<file path="src/rtl/mc_pkg.sv">
// Shared constants, state encoding and control-word type for the multicycle MIPS controller.
// The ILLEGAL state exists only when MC_ILLEGAL_TRAP_EN is defined.
package mc_pkg;

  localparam logic [5:0] OP_RTYPE = 6'b000000;
  localparam logic [5:0] OP_J     = 6'b000010;
  localparam logic [5:0] OP_BEQ   = 6'b000100;
  localparam logic [5:0] OP_ADDI  = 6'b001000;
  localparam logic [5:0] OP_ADDIU = 6'b001001;
  localparam logic [5:0] OP_LUI   = 6'b001111;
  localparam logic [5:0] OP_LW    = 6'b100011;
  localparam logic [5:0] OP_SW    = 6'b101011;

  localparam logic [1:0] ALUOP_ADD   = 2'b00;
  localparam logic [1:0] ALUOP_SUB   = 2'b01;
  localparam logic [1:0] ALUOP_FUNCT = 2'b10;
  localparam logic [1:0] ALUOP_LUI   = 2'b11;

  localparam logic [1:0] SRCB_B      = 2'b00;
  localparam logic [1:0] SRCB_4      = 2'b01;
  localparam logic [1:0] SRCB_IMM    = 2'b10;
  localparam logic [1:0] SRCB_IMM_SH = 2'b11;

  localparam logic [1:0] PCSRC_ALU    = 2'b00;
  localparam logic [1:0] PCSRC_ALUOUT = 2'b01;
  localparam logic [1:0] PCSRC_JUMP   = 2'b10;

  typedef enum logic [3:0] {
    S_FETCH, S_DECODE, S_MEMADR, S_MEMRD, S_MEMWB, S_MEMWR,
    S_RTEX, S_RTWB, S_IMMEX, S_IMMWB, S_BRANCH, S_JUMP
`ifdef MC_ILLEGAL_TRAP_EN
    , S_ILLEGAL
`endif
  } state_t;

  typedef struct packed {
    logic       pc_write;
    logic       pc_write_cond;
    logic       iord;
    logic       ir_write;
    logic       mem_write;
    logic       memto_reg;
    logic       reg_dst;
    logic       reg_write;
    logic       alu_src_a;
    logic       ext_op;
    logic [1:0] alu_src_b;
    logic [1:0] alu_op;
    logic [1:0] pc_src;
    logic       instr_done;
  } ctrl_t;

endpackage

</file>
<file path="src/rtl/multicycle_controller_if.sv">
// Controller <-> datapath/memory signal bundle. The illegal flag is present only
// when MC_ILLEGAL_TRAP_EN is defined.
interface multicycle_controller_if;
  logic [5:0] opcode;
  logic       mem_ready;
  logic       PCWrite, PCWriteCond, IorD, IRWrite, MemWrite;
  logic       MemtoReg, RegDst, RegWrite, ALUSrcA, Ext_op;
  logic [1:0] ALUSrcB, ALUOp, PCSrc;
  logic       instr_done;
`ifdef MC_ILLEGAL_TRAP_EN
  logic       illegal;
`endif

  modport master (
    input  opcode, mem_ready,
    output PCWrite, PCWriteCond, IorD, IRWrite, MemWrite, MemtoReg, RegDst,
           RegWrite, ALUSrcA, Ext_op, ALUSrcB, ALUOp, PCSrc, instr_done
`ifdef MC_ILLEGAL_TRAP_EN
    , output illegal
`endif
  );

  modport slave (
    output opcode, mem_ready,
    input  PCWrite, PCWriteCond, IorD, IRWrite, MemWrite, MemtoReg, RegDst,
           RegWrite, ALUSrcA, Ext_op, ALUSrcB, ALUOp, PCSrc, instr_done
`ifdef MC_ILLEGAL_TRAP_EN
    , input illegal
`endif
  );
endinterface

</file>
<file path="src/rtl/mc_signal_decode.sv">
// Combinational control-word decode: state + latched opcode + mem_ready -> datapath controls.
module mc_signal_decode
  import mc_pkg::*;
(
  input  state_t     i_state,
  input  logic [5:0] i_opcode,
  input  logic       i_mem_ready,
  output ctrl_t      o_ctrl
);

  always_comb begin
    o_ctrl = '0;
    case (i_state)
      S_FETCH: begin
        o_ctrl.alu_src_b = SRCB_4;
        o_ctrl.ir_write  = i_mem_ready;
        o_ctrl.pc_write  = i_mem_ready;
      end
      S_DECODE: o_ctrl.alu_src_b = SRCB_IMM_SH;
      S_MEMADR: begin
        o_ctrl.alu_src_a = 1'b1;
        o_ctrl.alu_src_b = SRCB_IMM;
      end
      S_MEMRD: o_ctrl.iord = 1'b1;
      S_MEMWB: begin
        o_ctrl.memto_reg  = 1'b1;
        o_ctrl.reg_write  = 1'b1;
        o_ctrl.instr_done = 1'b1;
      end
      S_MEMWR: begin
        o_ctrl.iord       = 1'b1;
        o_ctrl.mem_write  = 1'b1;
        o_ctrl.instr_done = i_mem_ready;
      end
      S_RTEX: begin
        o_ctrl.alu_src_a = 1'b1;
        o_ctrl.alu_src_b = SRCB_B;
        o_ctrl.alu_op    = ALUOP_FUNCT;
      end
      S_RTWB: begin
        o_ctrl.reg_dst    = 1'b1;
        o_ctrl.reg_write  = 1'b1;
        o_ctrl.instr_done = 1'b1;
      end
      S_IMMEX: begin
        o_ctrl.alu_src_a = 1'b1;
        o_ctrl.alu_src_b = SRCB_IMM;
        o_ctrl.alu_op    = (i_opcode == OP_LUI) ? ALUOP_LUI : ALUOP_ADD;
        o_ctrl.ext_op    = (i_opcode == OP_ADDIU);
      end
      S_IMMWB: begin
        o_ctrl.reg_write  = 1'b1;
        o_ctrl.instr_done = 1'b1;
      end
      S_BRANCH: begin
        o_ctrl.alu_src_a     = 1'b1;
        o_ctrl.alu_src_b     = SRCB_B;
        o_ctrl.alu_op        = ALUOP_SUB;
        o_ctrl.pc_src        = PCSRC_ALUOUT;
        o_ctrl.pc_write_cond = 1'b1;
        o_ctrl.instr_done    = 1'b1;
      end
      S_JUMP: begin
        o_ctrl.pc_src     = PCSRC_JUMP;
        o_ctrl.pc_write   = 1'b1;
        o_ctrl.instr_done = 1'b1;
      end
      default: o_ctrl = '0;
    endcase
  end

endmodule

</file>
<file path="src/rtl/multicycle_controller.sv">
// Multicycle MIPS-subset control FSM: state register, next-state logic, reset gating of strobes.
// Define MC_ILLEGAL_TRAP_EN to trap unknown opcodes in a terminal ILLEGAL state.
module multicycle_controller
  import mc_pkg::*;
(
  input  logic                    clk,
  input  logic                    rst,
  multicycle_controller_if.master bus
);

  state_t     r_state, w_next;
  logic [5:0] r_opcode;
  ctrl_t      w_ctrl;

  // Opcode is captured in DECODE so later states ignore any IR-bus changes.
  always_ff @(posedge clk or posedge rst) begin
    if (rst) begin
      r_state  <= S_FETCH;
      r_opcode <= '0;
    end else begin
      r_state <= w_next;
      if (r_state == S_DECODE) r_opcode <= bus.opcode;
    end
  end

  always_comb begin
    w_next = r_state;
    case (r_state)
      S_FETCH:  if (bus.mem_ready) w_next = S_DECODE;
      S_DECODE: begin
        case (bus.opcode)
          OP_LW, OP_SW:               w_next = S_MEMADR;
          OP_RTYPE:                   w_next = S_RTEX;
          OP_ADDI, OP_ADDIU, OP_LUI:  w_next = S_IMMEX;
          OP_BEQ:                     w_next = S_BRANCH;
          OP_J:                       w_next = S_JUMP;
`ifdef MC_ILLEGAL_TRAP_EN
          default:                    w_next = S_ILLEGAL;
`else
          default:                    w_next = S_FETCH;
`endif
        endcase
      end
      S_MEMADR: w_next = (r_opcode == OP_SW) ? S_MEMWR : S_MEMRD;
      S_MEMRD:  if (bus.mem_ready) w_next = S_MEMWB;
      S_MEMWR:  if (bus.mem_ready) w_next = S_FETCH;
      S_RTEX:   w_next = S_RTWB;
      S_IMMEX:  w_next = S_IMMWB;
`ifdef MC_ILLEGAL_TRAP_EN
      S_ILLEGAL: w_next = S_ILLEGAL;
`endif
      default:  w_next = S_FETCH;
    endcase
  end

  mc_signal_decode u_dec (
    .i_state     (r_state),
    .i_opcode    (r_opcode),
    .i_mem_ready (bus.mem_ready),
    .o_ctrl      (w_ctrl)
  );

  // Strobes are gated by rst so FETCH's mem_ready-driven writes cannot fire in reset.
  assign bus.PCWrite     = w_ctrl.pc_write      & ~rst;
  assign bus.PCWriteCond = w_ctrl.pc_write_cond & ~rst;
  assign bus.IRWrite     = w_ctrl.ir_write      & ~rst;
  assign bus.MemWrite    = w_ctrl.mem_write     & ~rst;
  assign bus.RegWrite    = w_ctrl.reg_write     & ~rst;
  assign bus.instr_done  = w_ctrl.instr_done    & ~rst;
  assign bus.IorD        = w_ctrl.iord;
  assign bus.MemtoReg    = w_ctrl.memto_reg;
  assign bus.RegDst      = w_ctrl.reg_dst;
  assign bus.ALUSrcA     = w_ctrl.alu_src_a;
  assign bus.Ext_op      = w_ctrl.ext_op;
  assign bus.ALUSrcB     = w_ctrl.alu_src_b;
  assign bus.ALUOp       = w_ctrl.alu_op;
  assign bus.PCSrc       = w_ctrl.pc_src;
`ifdef MC_ILLEGAL_TRAP_EN
  assign bus.illegal     = (r_state == S_ILLEGAL);
`endif

endmodule

</file>
<file path="src/flat_wrapper.sv">
// flat-port wrapper written by rule: the top's interface ports become plain ports
module multicycle_controller_flat import mc_pkg::*;
  (clk, rst, bus_opcode, bus_mem_ready, bus_PCWrite, bus_PCWriteCond, bus_IorD, bus_IRWrite, bus_MemWrite, bus_MemtoReg, bus_RegDst, bus_RegWrite, bus_ALUSrcA, bus_Ext_op, bus_ALUSrcB, bus_ALUOp, bus_PCSrc, bus_instr_done);
  multicycle_controller_if bus_i ();
  input  logic clk;
  input  logic rst;
  input wire logic [$bits(bus_i.opcode)-1:0] bus_opcode;
  input wire logic [$bits(bus_i.mem_ready)-1:0] bus_mem_ready;
  output wire logic [$bits(bus_i.PCWrite)-1:0] bus_PCWrite;
  output wire logic [$bits(bus_i.PCWriteCond)-1:0] bus_PCWriteCond;
  output wire logic [$bits(bus_i.IorD)-1:0] bus_IorD;
  output wire logic [$bits(bus_i.IRWrite)-1:0] bus_IRWrite;
  output wire logic [$bits(bus_i.MemWrite)-1:0] bus_MemWrite;
  output wire logic [$bits(bus_i.MemtoReg)-1:0] bus_MemtoReg;
  output wire logic [$bits(bus_i.RegDst)-1:0] bus_RegDst;
  output wire logic [$bits(bus_i.RegWrite)-1:0] bus_RegWrite;
  output wire logic [$bits(bus_i.ALUSrcA)-1:0] bus_ALUSrcA;
  output wire logic [$bits(bus_i.Ext_op)-1:0] bus_Ext_op;
  output wire logic [$bits(bus_i.ALUSrcB)-1:0] bus_ALUSrcB;
  output wire logic [$bits(bus_i.ALUOp)-1:0] bus_ALUOp;
  output wire logic [$bits(bus_i.PCSrc)-1:0] bus_PCSrc;
  output wire logic [$bits(bus_i.instr_done)-1:0] bus_instr_done;
  assign bus_i.opcode = bus_opcode;
  assign bus_i.mem_ready = bus_mem_ready;
  assign bus_PCWrite = bus_i.PCWrite;
  assign bus_PCWriteCond = bus_i.PCWriteCond;
  assign bus_IorD = bus_i.IorD;
  assign bus_IRWrite = bus_i.IRWrite;
  assign bus_MemWrite = bus_i.MemWrite;
  assign bus_MemtoReg = bus_i.MemtoReg;
  assign bus_RegDst = bus_i.RegDst;
  assign bus_RegWrite = bus_i.RegWrite;
  assign bus_ALUSrcA = bus_i.ALUSrcA;
  assign bus_Ext_op = bus_i.Ext_op;
  assign bus_ALUSrcB = bus_i.ALUSrcB;
  assign bus_ALUOp = bus_i.ALUOp;
  assign bus_PCSrc = bus_i.PCSrc;
  assign bus_instr_done = bus_i.instr_done;
  multicycle_controller u_core (.clk(clk), .rst(rst), .bus(bus_i));
endmodule
</file>
<file path="config.mk">
export PLATFORM = sky130hd
export DESIGN_NAME = multicycle_controller_flat
export DESIGN_NICKNAME = d
export VERILOG_FILES = /design/src/rtl/mc_pkg.sv /design/src/rtl/multicycle_controller_if.sv /design/src/rtl/mc_signal_decode.sv /design/src/rtl/multicycle_controller.sv /design/src/flat_wrapper.sv
export SDC_FILE = /design/constraint.sdc
export NUM_CORES = 1
export LEC_CHECK = 0
export CAP_MARGIN = 10
export CORE_MARGIN = 5
export CORE_UTILIZATION = 45
export CTS_BUF_LIST = sky130_fd_sc_hd__clkbuf_8
export DETAILED_ROUTE_END_ITERATION = 10
export DONT_BUFFER_PORTS = 1
export GPL_TIMING_DRIVEN = 0
export SYNTH_ARGS = -nofsm -noshare
export SYNTH_HDL_FRONTEND = slang
export SYNTH_HIERARCHICAL = 1
export SYNTH_SLANG_ARGS = --single-unit
</file>
<file path="constraint.sdc">
create_clock -name clk -period 3.6 [get_ports clk]
set_input_delay 0.54 -clock clk [delete_from_list [all_inputs] [get_ports clk]]
set_output_delay 0.54 -clock clk [all_outputs]
set_load 0.01 [all_outputs]
</file>
# After elaboration in Yosys (flattened, before gate mapping)
# Cells that the tools add are included.
op_classes:
  n_eq_ne: 24
  reduce_logical: 10
  muxes: 21
  bitwise_logic: 7
ops:
  columns: ["op", "n"]
  rows:
  - ["== test 6 x 4 -> 1 bit (second input constant)", 5]
  - ["one-hot mux 4 bit (7 select lines)", 1]
  - ["one-hot mux 4 bit (5 select lines)", 1]
  - ["== test 6 bit (second input constant)", 3]
  - ["== test 4 x 3 -> 1 bit (second input constant)", 4]
  - ["== test 4 bit (second input constant)", 4]
  - ["2-to-1 mux 4 bit", 3]
  - ["one-hot mux 2 bit (3 select lines)", 2]
  - ["2-to-1 mux 1 bit", 9]
  - ["== test 4 x 2 -> 1 bit (second input constant)", 2]
  - ["bitwise AND 1 bit", 6]
  - ["== test 6 x 2 -> 1 bit (second input constant)", 1]
  - ["== test 6 x 3 -> 1 bit (second input constant)", 1]
  - ["zero test 6 bit", 1]
  - ["inequality test 2 bit (second input constant)", 3]
  - ["OR reduction 2 bit", 3]
  - ["OR reduction 3 bit", 2]
  - ["OR reduction 5 bit", 1]
  - ["== test 4 x 1 -> 1 bit (second input constant)", 1]
  - ["zero test 4 bit", 1]
  - ["one-hot mux 1 bit (2 select lines)", 2]
  - ["one-hot mux 2 bit (2 select lines)", 1]
  - ["OR reduction 4 bit", 1]
  - ["2-to-1 mux 3 bit", 1]
  - ["other kinds (3)", 3]
word_totals:
  wordCells: 64
  input_bits: 9
  reg_bits: 10
  out_inout_bits: 17

# Depth between registers and ports, before layout
depth:
  depth_word: 4
  mapped_depth: 5
  mapped_depth_nobuf: 4

# Hierarchy
# Netlist, hierarchy kept.
modules_own_cells:
  columns: ["module", "cells_per_inst", "n_inst", "seq_area_each_um2", "area_each_um2"]
  rows:
  - ["multicycle_controller", 68, 1, 250.2, 673.1]
  - ["mc_signal_decode", 40, 1, 0.0, 257.7]

# Worst setup path before layout
# OpenSTA, ideal clock, no wires.
synth_path:
  path_type: "register to output"
  startpoint: "reg u_core.r_state[0]"
  endpoint: "out bus_PCWriteCond"
  path_stages_with_launch: 5
  path_slack_ns: 1.601
  required_ns: 3.060
  n_path_buf: 2
  arrival_time_ns: 1.459
  path_cell_list: "dfrtp_1 -> clkbuf_1 -> nor3b_1 -> buf_4 -> nor2b_1"
synth_lines:
  columns: ["element", "line_no", "source"]
  rows:
  - ["start, declared", "multicycle_controller.sv:11", "state_t r_state, w_next;"]
  - ["start signal, assigned", "multicycle_controller.sv:21", "r_state <= w_next;"]
  - ["end, declared", "flat_wrapper.sv:10", "output wire logic [$bits(bus_i.PCWriteCond)-1:0] bus_PCWriteCond;"]

==> results.yml <==
synth:
  synth_area_um2: 931
  ys_ff_latch: 10
  synthesis.nets: 117
  synth.distinct_cells: 40
  seq_area_frac_synth_pct: 26.9
  synth_edf_count: 0
  netlist_instances: 108
  yosys_warnings: 6
  synthFlopType: "dfrtp_1"
  synthArstFlopShare_pct: 100
  postSynthAreaPerCell_um2: 8.62
floorplan:
  ios: 26
  start_util_pct: 47.4
  fp.dieArea_mm2: 0.00308
  rows: 16
  die_w_um: 55.5
  core_mm2: 0.00196
  die_h_um: 55.5
pwr:
  p_sw_uw: 289
  pwr-share-seq_pct: 30.8
  internal_power_uw: 427
  power_switching_share_pct: 40.4
  p_leak_nw: 0.392
  p_clk_share_pct: 19.5
  power.share.combinational_pct: 49.7
  ir_drop_uv: 359
  power.density_mw_per_mm2: 703
place:
  routabilityCongestion: 0.755
  dp.cells: 135
  io_buffers: 0
  pre_cts_ws_ns: 1.37
  place_hpwl_mm: 1.62
detailed_routing:
  drtPass1Iterations: 4
  wl_met2_mm: 1.11
  post_drt_via_cell_ratio: 5.99
  drc: 0
  wl_per_cell_um: 15.7
  vias: 832
  drt_iter0_drc: 20
  met1Wirelength_um: 990
  routed.top_layer: "met3"
  routed-wl-met3_um: 78
  drt_wl_total_mm: 2.18
  postRouteAntennaNets: 0
setup_path:
  cp-start-kind: "flop"
  r2r_start: "u_core/r_state[2]"
  arrival_ns: 1.92
  worstSetupEndpointType: "output pin"
  cp.required_ns: 3.06
  critPathKind: "flop to output pin"
  ff2ff_path_depth: 3
  cp_max_fo: 13
  regToRegSetupSlack_ns: 1.92
  r2r-end: "u_core/r_opcode[2]"
layout:
  nets: 122
  area_growth_pct: 9.54
  fin_cells: 139
  drive_above_1_share_pct: 18.8
  mostFrequentLayoutCells: "11 x nor2_1, 11 x nor2b_1, 10 x dfrtp_1, 6 x mux2_2, 6 x nand2b_1"
  diodes: 0
sta:
  slew_violations: 0
  grt_setup_unrepaired: "false"
  max_freq_mhz: 407
  finalWorstSetupSlack_ns: 1.14
  maxSlewHeadroom_pct: 66.3
  skew_ns: 0.00413
  worst_pin_slew_ns: 0.499
  final-setup-viol-count: 0
  hold_violations: 0
  tns_ns: 0
  min_period_over_period_pct: 68.3
  min_period_ns: 2.46
clocking:
  numClockSinks: 10
  clockRootBuffer: "clkbuf_8"
  numCtsBuffers: 3
  cts_tree: "yes"
  htreeDepth: 1
  clkLatencyLatePin_ns: 0.23
  cts-hold-fix-buffers: 0
  cts_buffer_depth: 2
  cts_setup_buffers: 0
  clkTransAtPathRegs_ns: 0.05
  cts-resized-gates: 0
global_routing:
  grt_max_degree: 14
  antenna_found_initial: 0
  grt_use_total_pct: 13.9
  overflow: 0
  grt_pass1_wl_mm: 3.62
  grt_pass1_vias: 766
job:
  maxCapViolCount: 0
status:
  status: "finished clean"
hold_path:
  holdCritPathClass: "primary input to asynchronous set/reset pin"
==> kinds of logic after synthesis <==
logic type	count (synthesis)	share of synthesized area, %
compound gates	23	16.8
xor+xnor	3	2.82
buf+inv	11	6.45
flops	10	26.9
mux	7	8.33
simple gates	54	38.7
==> routing by layer <==
layer	up-vias	global-route usage, %
met2	15	24.0
met4	0	2.43
met5	-	0
li1	403	-
met3	0	4.43
met1	414	16.9
==> metrics by stage <==
stage	hold WS (ns)	instance area [um^2]	util (%)	total power, mW
6_report	0.178	1020	52.0	0.716
2_1_floorplan	0.380	931	-	0.508
3_3_place_gp	0.429	965	49.2	0.562
3_5_place_dp	0.446	965	49.2	0.572
4_1_cts	0.195	1020	52.0	0.717
5_1_grt	0.208	1020	52.0	0.768
==> synth_stat cells (all sizes together) (2+ instances only) <==
cell type,n,area (um^2)
a31oi,3,18.8
nor4bb,2,20.0
nand3b,2,15.0
and4b,2,20.0
o21ai,3,15.0
a21oi,4,20.0
nand2b,7,51.3
nor3b,3,22.5
nand2,2,7.51
nand3,2,10.0
nor2b,11,68.8
a211o,2,17.5
buf,6,41.3
xor2,2,17.5
o211ai,3,22.5
mux2,6,67.6
nor2,11,41.3
inv,4,15.0
nor4b,3,47.5
o22ai,2,12.5
nor3,5,25.0
dfrtp,10,250
==> power by group through the flow <==
stage / Sequential, mW / Combinational [mW] / Clock [mW]
CTS: 0.220 / 0.354 / 0.143
floorplan: 0.205 / 0.303 / 0
finish: 0.221 / 0.356 / 0.140
detailed placement: 0.222 / 0.350 / 0
global route: 0.226 / 0.389 / 0.153
global placement: 0.219 / 0.343 / 0
==> sequential cells by signal (all words and copies together) (netlist names) <==
signal and count:
u_core/r_opcode 6, u_core/r_state 4
==> final cells by class <==
| type | count | area, um^2 |
|---|---|---|
| Buffer | 7 | 45.0 |
| Clock buffer | 4 | 55.1 |
| Fill cell | 191 | 942 |
| Inverter | 4 | 15.0 |
| Multi-Input combinational cell | 87 | 621 |
| Sequential cell | 10 | 250 |
| Tap cell | 27 | 33.8 |
==> how the worst max path moves through the flow <==
stage                           start  cells past startpoint  slack, ns              end
detailed placement  u_core/r_state[0]                      4       1.37  bus_PCWriteCond
global placement    u_core/r_state[0]                      4       1.40  bus_PCWriteCond
floorplan           u_core/r_state[0]                      4       1.60  bus_PCWriteCond
CTS                 u_core/r_state[0]                      4       1.12  bus_PCWriteCond
global route        u_core/r_state[0]                      4       1.01  bus_PCWriteCond
finish              u_core/r_state[0]                      4       1.14  bus_PCWriteCond
==> worst max-delay path: stages, from the launching register on <==
cell	delay (ns)
dfrtp_1	0.50
clkbuf_1	0.27
nor3b_1	0.50
buf_4	0.19
nor2b_1	0.22
No activity file was read; power rests on OpenSTA's default activity.
